`config.mk`:
```
export PLATFORM = sky130hd
export DESIGN_NAME = sentinel_reg_bank_flat
export DESIGN_NICKNAME = d
export VERILOG_FILES = /design/src/rtl/sentinel_reg_bank_pkg.sv /design/src/rtl/sentinel_reg_bank_if.sv /design/src/rtl/sentinel_reg_bank_sat_counter.sv /design/src/rtl/sentinel_reg_bank.sv /design/src/flat_wrapper.sv
export SDC_FILE = /design/constraint.sdc
export NUM_CORES = 1
export LEC_CHECK = 0
export CAP_MARGIN = 15
export CORE_UTILIZATION = 30
export CTS_BUF_LIST = sky130_fd_sc_hd__clkbuf_2 sky130_fd_sc_hd__clkbuf_4 sky130_fd_sc_hd__clkbuf_8
export DETAILED_ROUTE_END_ITERATION = 16
export GPL_TIMING_DRIVEN = 0
export PLACE_DENSITY = 0.52
export REMOVE_ABC_BUFFERS = 1
export SLEW_MARGIN = 10
export SYNTH_ARGS = -nofsm -noshare
export SYNTH_HDL_FRONTEND = slang
export SYNTH_SLANG_ARGS = --single-unit
```
`constraint.sdc`:
```
create_clock -name Clock -period 5.2 [get_ports Clock]
set_input_delay 1.56 -clock Clock [delete_from_list [all_inputs] [get_ports Clock]]
set_output_delay 1.56 -clock Clock [all_outputs]
set_load 0.02 [all_outputs]
```
`src/rtl/sentinel_reg_bank_pkg.sv`:
```
// sentinel_reg_bank_pkg
//   Shared constants and helpers for the sentinel register bank.
//   - null_code(width): reserved write code {1'b1, width'b0}; a write carrying it is suppressed.
//   - NullCountW / NullCountMax: width and saturation limit of the suppressed-write counter.
package sentinel_reg_bank_pkg;

    // Widest data width null_code can describe (flag bit included).
    localparam int unsigned NullMaxW = 64;

    localparam int unsigned NullCountW = 8;
    localparam logic [NullCountW-1:0] NullCountMax = 8'hFF;

    // Flag bit set, data bits clear; callers keep the low width+1 bits.
    function automatic logic [NullMaxW-1:0] null_code(input int unsigned width);
        logic [NullMaxW-1:0] code;
        code = '0;
        code[width] = 1'b1;
        return code;
    endfunction

endpackage

```
`src/rtl/sentinel_reg_bank_if.sv`:
```
// sentinel_reg_bank_if
//   Write port, two read ports and status of the sentinel register bank.
//   master: the ALU/operand side driving writes and read addresses.
//   slave : the register bank itself.
//   Signals: enable, wr_addr, D (write), rd_addr_a/b (read addresses),
//            Q_a/Q_b, valid_a/valid_b (read data), null_count, wr_done (status).
interface sentinel_reg_bank_if #(
    parameter int unsigned WIDTH    = 4,
    parameter int unsigned NUM_REGS = 4
);
    import sentinel_reg_bank_pkg::*;

    localparam int unsigned ADDR_W = $clog2(NUM_REGS);

    logic                  enable;
    logic [ADDR_W-1:0]     wr_addr;
    logic [WIDTH:0]        D;
    logic [ADDR_W-1:0]     rd_addr_a;
    logic [ADDR_W-1:0]     rd_addr_b;
    logic [WIDTH-1:0]      Q_a;
    logic [WIDTH-1:0]      Q_b;
    logic                  valid_a;
    logic                  valid_b;
    logic [NullCountW-1:0] null_count;
    logic                  wr_done;

    modport master (
        output enable, wr_addr, D, rd_addr_a, rd_addr_b,
        input  Q_a, Q_b, valid_a, valid_b, null_count, wr_done
    );

    modport slave (
        input  enable, wr_addr, D, rd_addr_a, rd_addr_b,
        output Q_a, Q_b, valid_a, valid_b, null_count, wr_done
    );

endinterface

```
`src/rtl/sentinel_reg_bank_sat_counter.sv`:
```
// sentinel_reg_bank_sat_counter
//   Up-counter that stops at Limit instead of wrapping.
//   Ports: Clock (rising edge), clear (async, active-high), inc (count enable),
//          count (current value).
module sentinel_reg_bank_sat_counter #(
    parameter int unsigned      Width = 8,
    parameter logic [Width-1:0] Limit = '1
) (
    input  logic             Clock,
    input  logic             clear,
    input  logic             inc,
    output logic [Width-1:0] count
);

    logic [Width-1:0] count_q, count_d;

    always_comb begin
        count_d = count_q;
        if (inc && (count_q != Limit)) begin
            count_d = count_q + Width'(1);
        end
    end

    always_ff @(posedge Clock or posedge clear) begin
        if (clear) begin
            count_q <= '0;
        end else begin
            count_q <= count_d;
        end
    end

    assign count = count_q;

endmodule

```
`src/rtl/sentinel_reg_bank.sv`:
```
// sentinel_reg_bank
//   NUM_REGS x WIDTH register bank with per-entry valid flags, one write port and two
//   read ports. Writes carrying the null code are dropped and counted instead.
//   Ports: Clock (rising edge), Reset (async, active-high), bus (sentinel_reg_bank_if.slave).
//   READ_REG=0: combinational reads, no same-cycle bypass.
//   READ_REG=1: registered reads, accepted same-cycle writes bypass to the outputs.
module sentinel_reg_bank
    import sentinel_reg_bank_pkg::*;
#(
    parameter int unsigned WIDTH    = 4,
    parameter int unsigned NUM_REGS = 4,
    parameter int unsigned READ_REG = 0
) (
    input  logic               Clock,
    input  logic               Reset,
    sentinel_reg_bank_if.slave bus
);

    localparam int unsigned ADDR_W = $clog2(NUM_REGS);
    localparam logic [NullMaxW-1:0] NullFull = null_code(WIDTH);
    localparam logic [WIDTH:0]      NullCode = NullFull[WIDTH:0];

    logic [WIDTH-1:0]    regs_q [NUM_REGS];
    logic [NUM_REGS-1:0] valid_q;
    logic                wr_done_q;
    logic                wr_accept;
    logic                wr_null;

    assign wr_accept = bus.enable && (bus.D != NullCode);
    assign wr_null   = bus.enable && (bus.D == NullCode);

    always_ff @(posedge Clock or posedge Reset) begin
        if (Reset) begin
            for (int i = 0; i < NUM_REGS; i++) begin
                regs_q[i] <= '0;
            end
            valid_q   <= '0;
            wr_done_q <= 1'b0;
        end else begin
            if (wr_accept) begin
                regs_q[bus.wr_addr]  <= bus.D[WIDTH-1:0];
                valid_q[bus.wr_addr] <= 1'b1;
            end
            wr_done_q <= wr_accept;
        end
    end

    assign bus.wr_done = wr_done_q;

    sentinel_reg_bank_sat_counter #(
        .Width (NullCountW),
        .Limit (NullCountMax)
    ) u_null_count (
        .Clock (Clock),
        .clear (Reset),
        .inc   (wr_null),
        .count (bus.null_count)
    );

    if (READ_REG == 0) begin : g_comb_read
        assign bus.Q_a     = regs_q[bus.rd_addr_a];
        assign bus.Q_b     = regs_q[bus.rd_addr_b];
        assign bus.valid_a = valid_q[bus.rd_addr_a];
        assign bus.valid_b = valid_q[bus.rd_addr_b];
    end else begin : g_reg_read
        logic [WIDTH-1:0] q_a_q, q_b_q;
        logic             valid_a_q, valid_b_q;
        logic             hit_a, hit_b;

        // Write-first: an accepted write to the address being read wins over the old entry.
        assign hit_a = wr_accept && (bus.wr_addr == bus.rd_addr_a);
        assign hit_b = wr_accept && (bus.wr_addr == bus.rd_addr_b);

        always_ff @(posedge Clock or posedge Reset) begin
            if (Reset) begin
                q_a_q     <= '0;
                q_b_q     <= '0;
                valid_a_q <= 1'b0;
                valid_b_q <= 1'b0;
            end else begin
                q_a_q     <= hit_a ? bus.D[WIDTH-1:0] : regs_q[bus.rd_addr_a];
                q_b_q     <= hit_b ? bus.D[WIDTH-1:0] : regs_q[bus.rd_addr_b];
                valid_a_q <= hit_a | valid_q[bus.rd_addr_a];
                valid_b_q <= hit_b | valid_q[bus.rd_addr_b];
            end
        end

        assign bus.Q_a     = q_a_q;
        assign bus.Q_b     = q_b_q;
        assign bus.valid_a = valid_a_q;
        assign bus.valid_b = valid_b_q;
    end

    logic [ADDR_W-1:0] unused_addr_w;
    assign unused_addr_w = '0;

endmodule

```
`src/flat_wrapper.sv`:
```
// flat-port wrapper written by rule: the top's interface ports become plain ports
module sentinel_reg_bank_flat import sentinel_reg_bank_pkg::*;
#(
    parameter int unsigned WIDTH    = 4,
    parameter int unsigned NUM_REGS = 4,
    parameter int unsigned READ_REG = 0
)
  (Clock, Reset, bus_enable, bus_wr_addr, bus_D, bus_rd_addr_a, bus_rd_addr_b, bus_Q_a, bus_Q_b, bus_valid_a, bus_valid_b, bus_null_count, bus_wr_done);
  sentinel_reg_bank_if #(.WIDTH(WIDTH), .NUM_REGS(NUM_REGS)) bus_i ();
  input  logic Clock;
  input  logic Reset;
  input wire logic [$bits(bus_i.enable)-1:0] bus_enable;
  input wire logic [$bits(bus_i.wr_addr)-1:0] bus_wr_addr;
  input wire logic [$bits(bus_i.D)-1:0] bus_D;
  input wire logic [$bits(bus_i.rd_addr_a)-1:0] bus_rd_addr_a;
  input wire logic [$bits(bus_i.rd_addr_b)-1:0] bus_rd_addr_b;
  output wire logic [$bits(bus_i.Q_a)-1:0] bus_Q_a;
  output wire logic [$bits(bus_i.Q_b)-1:0] bus_Q_b;
  output wire logic [$bits(bus_i.valid_a)-1:0] bus_valid_a;
  output wire logic [$bits(bus_i.valid_b)-1:0] bus_valid_b;
  output wire logic [$bits(bus_i.null_count)-1:0] bus_null_count;
  output wire logic [$bits(bus_i.wr_done)-1:0] bus_wr_done;
  assign bus_i.enable = bus_enable;
  assign bus_i.wr_addr = bus_wr_addr;
  assign bus_i.D = bus_D;
  assign bus_i.rd_addr_a = bus_rd_addr_a;
  assign bus_i.rd_addr_b = bus_rd_addr_b;
  assign bus_Q_a = bus_i.Q_a;
  assign bus_Q_b = bus_i.Q_b;
  assign bus_valid_a = bus_i.valid_a;
  assign bus_valid_b = bus_i.valid_b;
  assign bus_null_count = bus_i.null_count;
  assign bus_wr_done = bus_i.wr_done;
  sentinel_reg_bank #(.WIDTH(WIDTH), .NUM_REGS(NUM_REGS), .READ_REG(READ_REG)) u_core (.Clock(Clock), .Reset(Reset), .bus(bus_i));
endmodule
```
==> parameters.txt, run 1 <==
Parameter                              Value

Place
  Worst slack at placement    0.230 ns
  Weighted congestion at the end of routability-driven global placement    roughly 0.8
  DP Cell Count    198
  Placed cell area    about 0.0019 mm²
  Port Buffer Count    32
  Half-perimeter wire length after detailed placement    2240 µm

Drt
  Number of iterations in the first detailed-routing pass    4
  Initial DRC Count    20
  Number of remaining DRC errors    0
  Ratio of routed vias to standard cells    a little under 5
  Antenna Violating Nets Remaining    0
  Final Routed Wirelength    3060 µm
  Detailed-route via count    a little under 1000
  Wirelength per Cell    approximately 15 µm

Worst hold path
  Worst min-delay path class    register to register
  Hold wc startpoint    u_core.valid_q[2]$_DFFE_PP0P_

Timing
  Final critical-path required period    around 5 ns
  Share of the clock period used by the worst path    95.1%
  Worst Skew    slightly below 0.0007 ns
  Final setup viols    0
  Setup TNS Final    0 ns
  Worst relative slew slack    around 74%
  Max Slew Vio Count    0
  Slew of the pin with the lowest slew margin    0.390 ns
  Achievable frequency    approximately 200 MHz
  Final-layout worst hold slack    between 0.4 and 0.5 ns
  RSZ-0062 raised after global routing    false
  Hold Violations, Final    0
  Min setup slack post-route    about 0.25 ns

Clock network
  Clock insertion delay at the later pin of the skew report    around 0.27 ns
  Number of sinks driven by the clock tree    29
  Number of H-tree levels    2
  Clock tree from TritonCTS    yes
  Post-cts gate resize count    0
  Cell chosen for the clock root    sky130_fd_sc_hd__clkbuf_8
  # hold bufs at CTS    0
  Post-CTS setup buffer count    0
  Inserted Clock Buffers    5
  Worst-path clk slew    0.06 ns
  Maximum buffer depth of the clock tree    2

Setup path
  CP Launch Point    bus_rd_addr_a[0]
  Peak fanout along the critical path    5
  Req. time, crit path    roughly 3.6 ns
  Worst EP arrival    about 3.4 ns
  Worst setup path class    primary input to primary output
  CP startpoint kind    primary input
  Setup slack of the most critical reg-to-reg path    3.67 ns
  Start of the worst register-to-register path    u_core.u_null_count.count[0]$_DFFE_PP0P_
  Endpoint class of the critical path    primary output

Synth
  Cell type contributing the most total cell area after synthesis    sky130_fd_sc_hd__dfrtp_1
  Post-Syn Instances    a little over 100
  Yosys cell types    24
  Share of the synthesized area in the top cell type    49.2%
  Top post-synthesis cells by area    sky130_fd_sc_hd__dfrtp_1 49%, sky130_fd_sc_hd__mux4_2 15%, sky130_fd_sc_hd__mux2_2 14%
  Count of yosys warnings during synthesis    0
  Commonest cells in the synthesized netlist    29 x sky130_fd_sc_hd__dfrtp_1, 18 x sky130_fd_sc_hd__mux2_2, 10 x sky130_fd_sc_hd__mux4_2, 5 x sky130_fd_sc_hd__nand3_1
  Post-synthesis async set-or-reset flop share    100%
  Most frequently used cell type in the post-synthesis netlist    sky130_fd_sc_hd__dfrtp_1
  Most instantiated flip-flop cell in the synthesis netlist    sky130_fd_sc_hd__dfrtp_1
  Number of enable-type register cells in the synthesized netlist    0
  Number of flip-flops and latches in the synthesized netlist    29
  Mean instance size in the synthesized netlist    14.6 µm²
  Mapped cell area    roughly 0.0015 mm²
  Share of the yosys chip area belonging to registers    49.2%

Floorplanning
  Die outline height    a little over 70 µm
  Die Outline Area    0.00520 mm²
  Ports    33
  Starting Density    roughly 31%
  Overall die width    slightly above 70 µm
  Core region area    between 0.004 and 0.005 mm²
  Number of placement rows    25

Global route
  Number of antenna violations at the first check in global routing    0
  Global-route wire length before repair    between 5000 and 6000 µm
  Largest net degree at the start of global routing    30
  Total gr overflow    0
  Vias in the first global route    1053
  Global-route total usage across every layer    between 10% and 20%

Power and ir drop
  Maximum vdd ir drop    around 0.19 mV
  Power density of the placed cells    ~330 mW/mm²
  Total design power    approximately 0.66 mW
  Reported leakage power    about 0.79 nW

Cells and area
  Filler Cells Inserted    427
  P&R area growth vs syn    35.6%
  Total inserted antenna cells    0
  Fraction of the core area covered by cells at the end of the flow    roughly 42%
  Post-layout net count    around 150
  Design Area, Final    0.00200 mm²
  Proportion of layout cells with a drive suffix above 1    roughly 34%
  Final cell count without fillers    a little over 200

Run status
  Status    finished, final reports clean

Flow run
  # Max-Cap Violations    0
## path summary, 6_finish.rpt
check	endpoint	cells past startpoint
max reg2reg	u_core.u_null_count.count[1]$_DFFE_PP0P_	5
max	bus_Q_a[3]	3
max in group asynchronous	u_core.regs_q[7]$_DFFE_PP0P_	3
min reg2reg	u_core.valid_q[2]$_DFFE_PP0P_	1
min	u_core.valid_q[2]$_DFFE_PP0P_	1
min in group asynchronous	u_core.u_null_count.count[1]$_DFFE_PP0P_	2
## state kept, by name (all words and copies together), names as in the netlist
register,flops
u_core.regs_q,16
u_core.bus.wr_done,1
u_core.u_null_count.count,8
u_core.valid_q,4
## area by class of cell
type	count	area, µm²	share of cell area [%]
Sequential cell	29	726	36.3
Clock inverter	1	5.00	0.250
Tap cell	67	83.8	4.19
Inverter	3	11.3	0.563
Multi-Input combinational cell	67	731	36.5
Clock buffer	7	96.3	4.82
Timing Repair Buffer	33	348	17.4
## metal layers
metal  vias to the layer above  routed length (µm)  GRT usage [%]
li1                        454                   -              -
met1                       505                1390           18.2
met2                        29                1480           21.1
met3                         6                 157           4.44
met4                         0                  36           3.92
met5                         -                   0              0
## cell usage in the layout (no fill, tap or decap)
master | netlist | layout
sky130_fd_sc_hd__xnor2_1 | 1 | 1
sky130_fd_sc_hd__buf_16 | 0 | 1
sky130_fd_sc_hd__o21ai_0 | 1 | 1
sky130_fd_sc_hd__inv_1 | 3 | 2
sky130_fd_sc_hd__nor3_1 | 3 | 3
sky130_fd_sc_hd__nand2_1 | 4 | 4
sky130_fd_sc_hd__nand4_1 | 2 | 2
sky130_fd_sc_hd__nor3_4 | 1 | 1
sky130_fd_sc_hd__nor3b_4 | 2 | 2
sky130_fd_sc_hd__clkdlybuf4s50_1 | 0 | 32
sky130_fd_sc_hd__or2_2 | 4 | 4
sky130_fd_sc_hd__a21bo_4 | 1 | 1
sky130_fd_sc_hd__mux4_2 | 10 | 10
sky130_fd_sc_hd__nor2_2 | 1 | 1
sky130_fd_sc_hd__clkbuf_8 | 0 | 7
sky130_fd_sc_hd__and3_1 | 3 | 3
sky130_fd_sc_hd__clkinv_2 | 0 | 1
sky130_fd_sc_hd__mux2i_1 | 1 | 1
sky130_fd_sc_hd__nor4_4 | 1 | 1
sky130_fd_sc_hd__dfrtp_1 | 29 | 29
sky130_fd_sc_hd__mux2_1 | 2 | 2
sky130_fd_sc_hd__nor2_1 | 3 | 3
sky130_fd_sc_hd__mux2_2 | 18 | 18
sky130_fd_sc_hd__ha_1 | 1 | 1
sky130_fd_sc_hd__nand2b_1 | 1 | 1
sky130_fd_sc_hd__xor2_1 | 2 | 2
sky130_fd_sc_hd__nand3_1 | 5 | 5
sky130_fd_sc_hd__clkinv_1 | 0 | 1
## kinds of logic (layout without fill, tap and decap cells)
family | after synthesis | count (layout) | synth area share [%]
flip-flops | 29 | 29 | 49.2
multiplexers | 31 | 31 | 31.2
adder cells (fa/ha/maj) | 1 | 1 | 0.848
XOR/XNOR | 3 | 3 | 1.78
AO/OA/AOI/OAI | 2 | 2 | 1.44
AND/OR/NAND/NOR | 30 | 30 | 14.2
buffers and inverters | 5 | 44 | 1.27
## worst max-delay path, stage by stage
cell and delay, ns:
sky130_fd_sc_hd__clkdlybuf4s50_1 0.70, sky130_fd_sc_hd__mux4_2 0.56, sky130_fd_sc_hd__clkdlybuf4s50_1 0.56
## report_power, final
| part | switching [mW] | leakage (nW) | internal [mW] |
|---|---|---|---|
| clock network | 0.0819 | 0.0542 | 0.119 |
| registers | 0.0261 | 0.340 | 0.258 |
| logic | 0.0716 | 0.394 | 0.0996 |
| total | 0.180 | 0.788 | 0.477 |
(Power assumes the default switching activity.)
==> run 2, diff against run 1 <==
SLEW_MARGIN = 40   (was 10)
clock period = 5.84 ns   (was 5.2 ns; I/O delays follow)
==> run 2 against run 1 <==
Compared with the run above: die area unchanged; critical path type unchanged; non-clock buffer count down 1; global-route usage unchanged; first-iteration DRC count up 20%.
==> parameters.txt, run 2 (same netlist as run 1, synthesis figures left out) <==
Parameter                              Value

Cells and area
  Area of the multi-input gates    731 µm² (unchanged)
  P&R area growth vs syn    33.8% (was 35.6%)
  Filler Cells Inserted    430 (was 427)
  Post-layout net count    153 (was 154)
  Total inserted antenna cells    0 (unchanged)
  Most common library cell in the layout ignoring fill and taps    sky130_fd_sc_hd__clkdlybuf4s50_1 (unchanged)
  Proportion of layout cells with a drive suffix above 1    33.8% (was 33.6%)
  Total area of sequential cells    726 µm² (unchanged)
  Most flops, register    u_core.regs_q (unchanged)
  Max FFs per register    16 (unchanged)
  Commonest cells after routing, fill and taps aside    32 x sky130_fd_sc_hd__clkdlybuf4s50_1, 29 x sky130_fd_sc_hd__dfrtp_1, 18 x sky130_fd_sc_hd__mux2_2 (unchanged)

Place
  Port Buffer Count    32 (unchanged)
  Half-perimeter wire length after detailed placement    2240 µm (about the same)
  Weighted congestion at the end of routability-driven global placement    0.812 (unchanged)

Timing
  Final setup viols    0 (unchanged)
  Worst Skew    0.000561 ns (was 0.000674 ns)
  RSZ-0062 raised after global routing    false (unchanged)
  Setup TNS Final    0 ns (unchanged)
  Achievable frequency    between 150 and 200 MHz
  Slew of the pin with the lowest slew margin    0.610 ns (was 0.390 ns)
  Max Slew Vio Count    0 (unchanged)
  Worst relative slew slack    59.3% (was 73.9%)
  Share of the clock period used by the worst path    between 90% and 100%
  Hold Violations, Final    0 (unchanged)
  Final critical-path required period    5.33 ns

Power and ir drop
  Reported leakage power    0.778 nW (was 0.788 nW)
  Power density of the placed cells    295 mW/mm² (was 328 mW/mm²)
  Maximum vdd ir drop    0.174 mV (was 0.195 mV)
  Total design power    0.583 mW (was 0.656 mW)

Run status
  Status    finished, final reports clean (unchanged)

Drt
  Ratio of routed vias to standard cells    4.82 (was 4.80)
  Wirelength per Cell    14.8 µm (about the same)
  Number of iterations in the first detailed-routing pass    4 (unchanged)
  Final Routed Wirelength    3050 µm (was 3060 µm)
  Number of remaining DRC errors    0 (unchanged)
  Initial DRC Count    24 (was 20)
  Antenna Violating Nets Remaining    0 (unchanged)
  Detailed-route via count    993 (was 994)

Setup path
  Worst setup path class    primary input to primary output (unchanged)
  Worst EP arrival    3.58 ns (was 3.39 ns)
  Endpoint class of the critical path    primary output (unchanged)
  Start of the worst register-to-register path    u_core.u_null_count.count[0]$_DFFE_PP0P_ (unchanged)
  Peak fanout along the critical path    5 (unchanged)
  CP startpoint kind    primary input (unchanged)
  Endpoint of the worst register-to-register path    u_core.u_null_count.count[1]$_DFFE_PP0P_ (unchanged)
  Setup slack of the most critical reg-to-reg path    4.31 ns (was 3.67 ns)
  Req. time, crit path    4.09 ns (was 3.64 ns)
  R2r worst-path depth    5 (unchanged)

Global route
  Total gr overflow    0 (unchanged)
  Number of antenna violations at the first check in global routing    0 (unchanged)
  Vias in the first global route    1053 (unchanged)
  Global-route total usage across every layer    13.6% (unchanged)
  Global-route wire length before repair    5310 µm (unchanged)
  Largest net degree at the start of global routing    30 (unchanged)

Floorplanning
  Overall die width    72.1 µm (unchanged)
  Number of placement rows    25 (unchanged)
  Ports    33 (unchanged)
  Die Outline Area    0.00520 mm² (unchanged)
  Die outline height    72.1 µm (unchanged)
  Starting Density    31.2% (unchanged)
  Core region area    0.00472 mm² (unchanged)

Clock network
  Number of H-tree levels    2 (unchanged)
  Post-CTS setup buffer count    0 (unchanged)
  Cell chosen for the clock root    sky130_fd_sc_hd__clkbuf_8 (unchanged)
  Clock tree from TritonCTS    yes (unchanged)
  Number of sinks driven by the clock tree    29 (unchanged)
  Clock insertion delay at the later pin of the skew report    0.27 ns (about the same)
  # hold bufs at CTS    0 (unchanged)
  Inserted Clock Buffers    5 (unchanged)
  Worst-path clk slew    0.06 ns (about the same)
  Maximum buffer depth of the clock tree    2 (unchanged)
  Post-cts gate resize count    0 (unchanged)

Worst hold path
  Hold wc startpoint    u_core.valid_q[2]$_DFFE_PP0P_ (unchanged)
  Endpoint with the worst hold slack    u_core.valid_q[2]$_DFFE_PP0P_ (unchanged)
  Hold Path Stages    1 (unchanged)
  Worst min-delay path class    register to register (unchanged)

Flow run
  # Max-Cap Violations    0 (unchanged)
==> run 2: how the worst max path moves through the flow <==
| stage | from | end | slack, ns | cells after the start |
|---|---|---|---|---|
| 2_1_floorplan | bus_rd_addr_a[0] | bus_Q_a[0] | 1.79 | 1 |
| 3_3_place_gp | bus_rd_addr_b[0] | bus_Q_b[0] | 0.50 | 3 |
| 3_5_place_dp | bus_rd_addr_a[0] | bus_Q_a[3] | 0.49 | 3 |
| 4_1_cts | bus_rd_addr_a[0] | bus_Q_a[3] | 0.48 | 3 |
| 5_1_grt | bus_rd_addr_a[0] | bus_Q_a[3] | 0.43 | 3 |
| 6_report | bus_rd_addr_a[0] | bus_Q_a[3] | 0.51 | 3 |
==> run 2: cell type report <==
| type | instances | share of cell area, % |
|---|---|---|
| tap | 67 | 4.25 |
| clock inverter | 1 | 0.254 |
| clock buffer | 7 | 4.88 |
| multi-input combinational | 67 | 37.0 |
| sequential | 29 | 36.8 |
| timing repair buffer | 32 | 16.2 |
| inverter | 3 | 0.571 |
==> run 2: layer usage <==
metal  GRT usage [%]  share of wire, %  vias up  routed length [µm]
met1            18.2                45      502                1380
li1                -                 -      449                   -
met2            21.1                47       36                1430
met4            3.92               1.2        0                  36
met3            4.44               6.7        6                 205
met5               0                 0        -                   0
==> run 2: stage by stage <==
stage          area (µm²)  instances  hold slack [ns]  utilization (%)  setup slack [ns]
6_report             1970        206            0.486             41.8             0.507
5_1_grt              1970        206            0.528             41.8             0.430
4_1_cts              1970        206            0.487             41.8             0.482
3_5_place_dp         1870        198            0.472             39.6             0.486
3_3_place_gp         1870        198            0.468             39.6             0.500
2_1_floorplan        1470         99            0.452                -              1.79
==> run 2: worst max-delay path, cell delays in order <==
cell and delay, ns:
sky130_fd_sc_hd__clkdlybuf4s50_1 0.71, sky130_fd_sc_hd__mux4_2 0.56, sky130_fd_sc_hd__clkdlybuf4s50_1 0.56
==> run 2: power breakdown <==
part	leakage, nW	switching [mW]	internal (mW)
logic	0.384	0.0631	0.0869
clock network	0.0542	0.0736	0.106
registers	0.340	0.0232	0.229
==> run 3, diff against run 2 <==
CORE_UTILIZATION = 56   (was 30)
PLACE_DENSITY = 0.88   (was 0.52)
==> run 3 against run 2 <==
Compared with the run above: worst setup slack got worse by 0.0063 ns; clock power is 27% lower; cell area is 4.5% lower; hold slack improved by 0.0064 ns; power decreased by 8.3%; sequential share of layout area grew 1.7 points; combinational power about the same; global-route usage grew 13 points; largest cell class unchanged.
==> parameters.txt, run 3 (same netlist as run 1, synthesis figures left out) <==
Parameter                              Value

Clock network
  Inserted Clock Buffers    5 (unchanged)
  # hold bufs at CTS    0 (unchanged)
  Clock tree from TritonCTS    yes (unchanged)
  Cell chosen for the clock root    sky130_fd_sc_hd__clkbuf_4 (was sky130_fd_sc_hd__clkbuf_8)
  Post-CTS setup buffer count    0 (unchanged)
  Number of H-tree levels    2 (unchanged)
  Maximum buffer depth of the clock tree    2 (unchanged)
  Clock insertion delay at the later pin of the skew report    0.33 ns (was 0.27 ns)
  Number of sinks driven by the clock tree    29 (unchanged)
  Worst-path clk slew    0.10 ns (was 0.06 ns)
  Post-cts gate resize count    0 (unchanged)

Drt
  Number of remaining DRC errors    0 (unchanged)
  Number of iterations in the first detailed-routing pass    4 (unchanged)
  Initial DRC Count    21 (was 24)
  Ratio of routed vias to standard cells    6.04 (was 4.82)
  Wirelength per Cell    19.0 µm (was 14.8 µm)
  Final Routed Wirelength    3180 µm (was 3050 µm)
  Antenna Violating Nets Remaining    0 (unchanged)
  Detailed-route via count    1014 (was 993)

Floorplanning
  Ports    33 (unchanged)
  Die Outline Area    0.00284 mm² (was 0.00520 mm²)
  Die outline height    53.3 µm (was 72.1 µm)
  Number of placement rows    18 (was 25)
  Starting Density    59.5% (was 31.2%)
  Core region area    0.00248 mm² (was 0.00472 mm²)
  Overall die width    53.3 µm (was 72.1 µm)

Power and ir drop
  Maximum vdd ir drop    0.205 mV (was 0.174 mV)
  Reported leakage power    0.759 nW (was 0.778 nW)
  Total design power    0.534 mW (was 0.583 mW)
  Power density of the placed cells    283 mW/mm² (was 295 mW/mm²)

Timing
  Share of the clock period used by the worst path    91.4% (was 91.3%)
  Final critical-path required period    5.34 ns (was 5.33 ns)
  Setup TNS Final    0 ns (unchanged)
  Final setup viols    0 (unchanged)
  Worst relative slew slack    59.8% (was 59.3%)
  Hold Violations, Final    0 (unchanged)
  Max Slew Vio Count    0 (unchanged)
  RSZ-0062 raised after global routing    false (unchanged)
  Slew of the pin with the lowest slew margin    0.602 ns (was 0.610 ns)
  Worst Skew    0.0123 ns (was 0.000561 ns)
  Achievable frequency    187 MHz (was 188 MHz)

Flow run
  # Max-Cap Violations    0 (unchanged)

Cells and area
  Most common library cell in the layout ignoring fill and taps    sky130_fd_sc_hd__clkdlybuf4s50_1 (unchanged)
  Most flops, register    u_core.regs_q (unchanged)
  Fraction of the core area covered by cells at the end of the flow    76.1% (was 41.8%)
  Proportion of layout cells with a drive suffix above 1    33.3% (was 33.8%)
  Total inserted antenna cells    0 (unchanged)
  Post-layout net count    153 (unchanged)
  Max FFs per register    16 (unchanged)
  P&R area growth vs syn    27.7% (was 33.8%)
  Filler Cells Inserted    166 (was 430)
  Commonest cells after routing, fill and taps aside    32 x sky130_fd_sc_hd__clkdlybuf4s50_1, 29 x sky130_fd_sc_hd__dfrtp_1, 18 x sky130_fd_sc_hd__mux2_2 (unchanged)

Setup path
  Peak fanout along the critical path    5 (unchanged)
  CP Depth    3 (unchanged)
  Timing endpoint of the critical path    bus_Q_a[0] (was bus_Q_a[3])
  CP Launch Point    bus_rd_addr_a[0] (unchanged)
  R2r worst-path depth    5 (unchanged)
  Setup slack of the most critical reg-to-reg path    4.30 ns (was 4.31 ns)
  Count of buffering cells on the critical path with inverters included    2 (unchanged)
  Endpoint of the worst register-to-register path    u_core.u_null_count.count[1]$_DFFE_PP0P_ (unchanged)
  CP cell instances    clkdlybuf4s50_1 -> mux4_2 -> clkdlybuf4s50_1 (unchanged)
  Largest delay contributor family on the critical path    buffers and inverters (unchanged)
  Library cell appearing most often on the critical path    sky130_fd_sc_hd__clkdlybuf4s50_1 (unchanged)
  Worst EP arrival    3.59 ns (was 3.58 ns)
  Worst setup path class    primary input to primary output (unchanged)
  CP startpoint kind    primary input (unchanged)
  Req. time, crit path    4.09 ns (about the same)
  Endpoint class of the critical path    primary output (unchanged)
  Worst path max stage delay    0.71 ns (about the same)
  Start of the worst register-to-register path    u_core.u_null_count.count[0]$_DFFE_PP0P_ (unchanged)
  Slowest cell on crit path    sky130_fd_sc_hd__clkdlybuf4s50_1 (unchanged)

Global route
  Global-route total usage across every layer    26.8% (was 13.6%)
  Global-route wire length before repair    5020 µm (was 5310 µm)
  Total gr overflow    0 (unchanged)
  Vias in the first global route    1036 (was 1053)
  Largest net degree at the start of global routing    30 (unchanged)
  Number of antenna violations at the first check in global routing    0 (unchanged)

Place
  Port Buffer Count    32 (unchanged)
  Weighted congestion at the end of routability-driven global placement    0.817 (was 0.812)
  Half-perimeter wire length after detailed placement    2310 µm (was 2240 µm)

Worst hold path
  Worst min-delay path class    register to register (unchanged)

Run status
  Status    finished, final reports clean (unchanged)
-- run 3: cell types whose count changed in the layout (fill, tap and decap cells not counted), sizes merged --
cell	delta
clkinv	-1
-- run 3: per-stage QoR --
| step | cells | instance area, µm² | setup slack (ns) | hold WS, ns |
|---|---|---|---|---|
| after floorplan | 99 | 1470 | 1.79 | 0.452 |
| after global placement | 161 | 1830 | 0.520 | 0.466 |
| after detailed placement | 161 | 1830 | 0.475 | 0.472 |
| after CTS | 168 | 1880 | 0.475 | 0.495 |
| after global routing | 168 | 1880 | 0.420 | 0.521 |
| final | 168 | 1880 | 0.501 | 0.492 |
-- run 3: layout make-up --
class | count | area (µm²) | share of cell area, %
sequential | 29 | 726 | 38.5
timing repair buffer | 32 | 320 | 17.0
multi-input combinational | 67 | 731 | 38.8
clock buffer | 7 | 58.8 | 3.12
inverter | 3 | 11.3 | 0.598
tap | 30 | 37.5 | 1.99
-- run 3: power breakdown --
group	internal, mW	switching (mW)	total, mW
Sequential	0.229	0.0230	0.252
Clock	0.0614	0.0692	0.131
Combinational	0.0870	0.0645	0.152
-- run 3: worst reg2reg max path: cells and delay by family (launching register included) --
family        cells  cell delay (ns)
mux               1             0.36
simple gates      3             0.36
flops             1             0.43
fa+ha+maj         1             0.27
-- run 3: worst min path at each step --
stage	start	to	slack [ns]	cells after the start
floorplan	u_core.valid_q[2]$_DFFE_PP0P_	u_core.valid_q[2]$_DFFE_PP0P_	0.45	1
global placement	u_core.valid_q[3]$_DFFE_PP0P_	u_core.valid_q[3]$_DFFE_PP0P_	0.47	1
detailed placement	u_core.valid_q[3]$_DFFE_PP0P_	u_core.valid_q[3]$_DFFE_PP0P_	0.47	1
CTS	u_core.valid_q[3]$_DFFE_PP0P_	u_core.valid_q[3]$_DFFE_PP0P_	0.49	1
global route	u_core.valid_q[2]$_DFFE_PP0P_	u_core.valid_q[2]$_DFFE_PP0P_	0.52	1
finish	u_core.valid_q[3]$_DFFE_PP0P_	u_core.valid_q[3]$_DFFE_PP0P_	0.49	1
-- run 3: routing by layer --
layer / part of all wire (%) / wire length, µm / track usage, % / vias up
met3: 5.6 / 178 / 8.62 / 8
met1: 39 / 1250 / 32.3 / 516
met4: 2.0 / 63 / 11.8 / 0
met2: 53 / 1700 / 43.3 / 41
met5: 0 / 0 / 0 / -
li1: - / - / - / 449
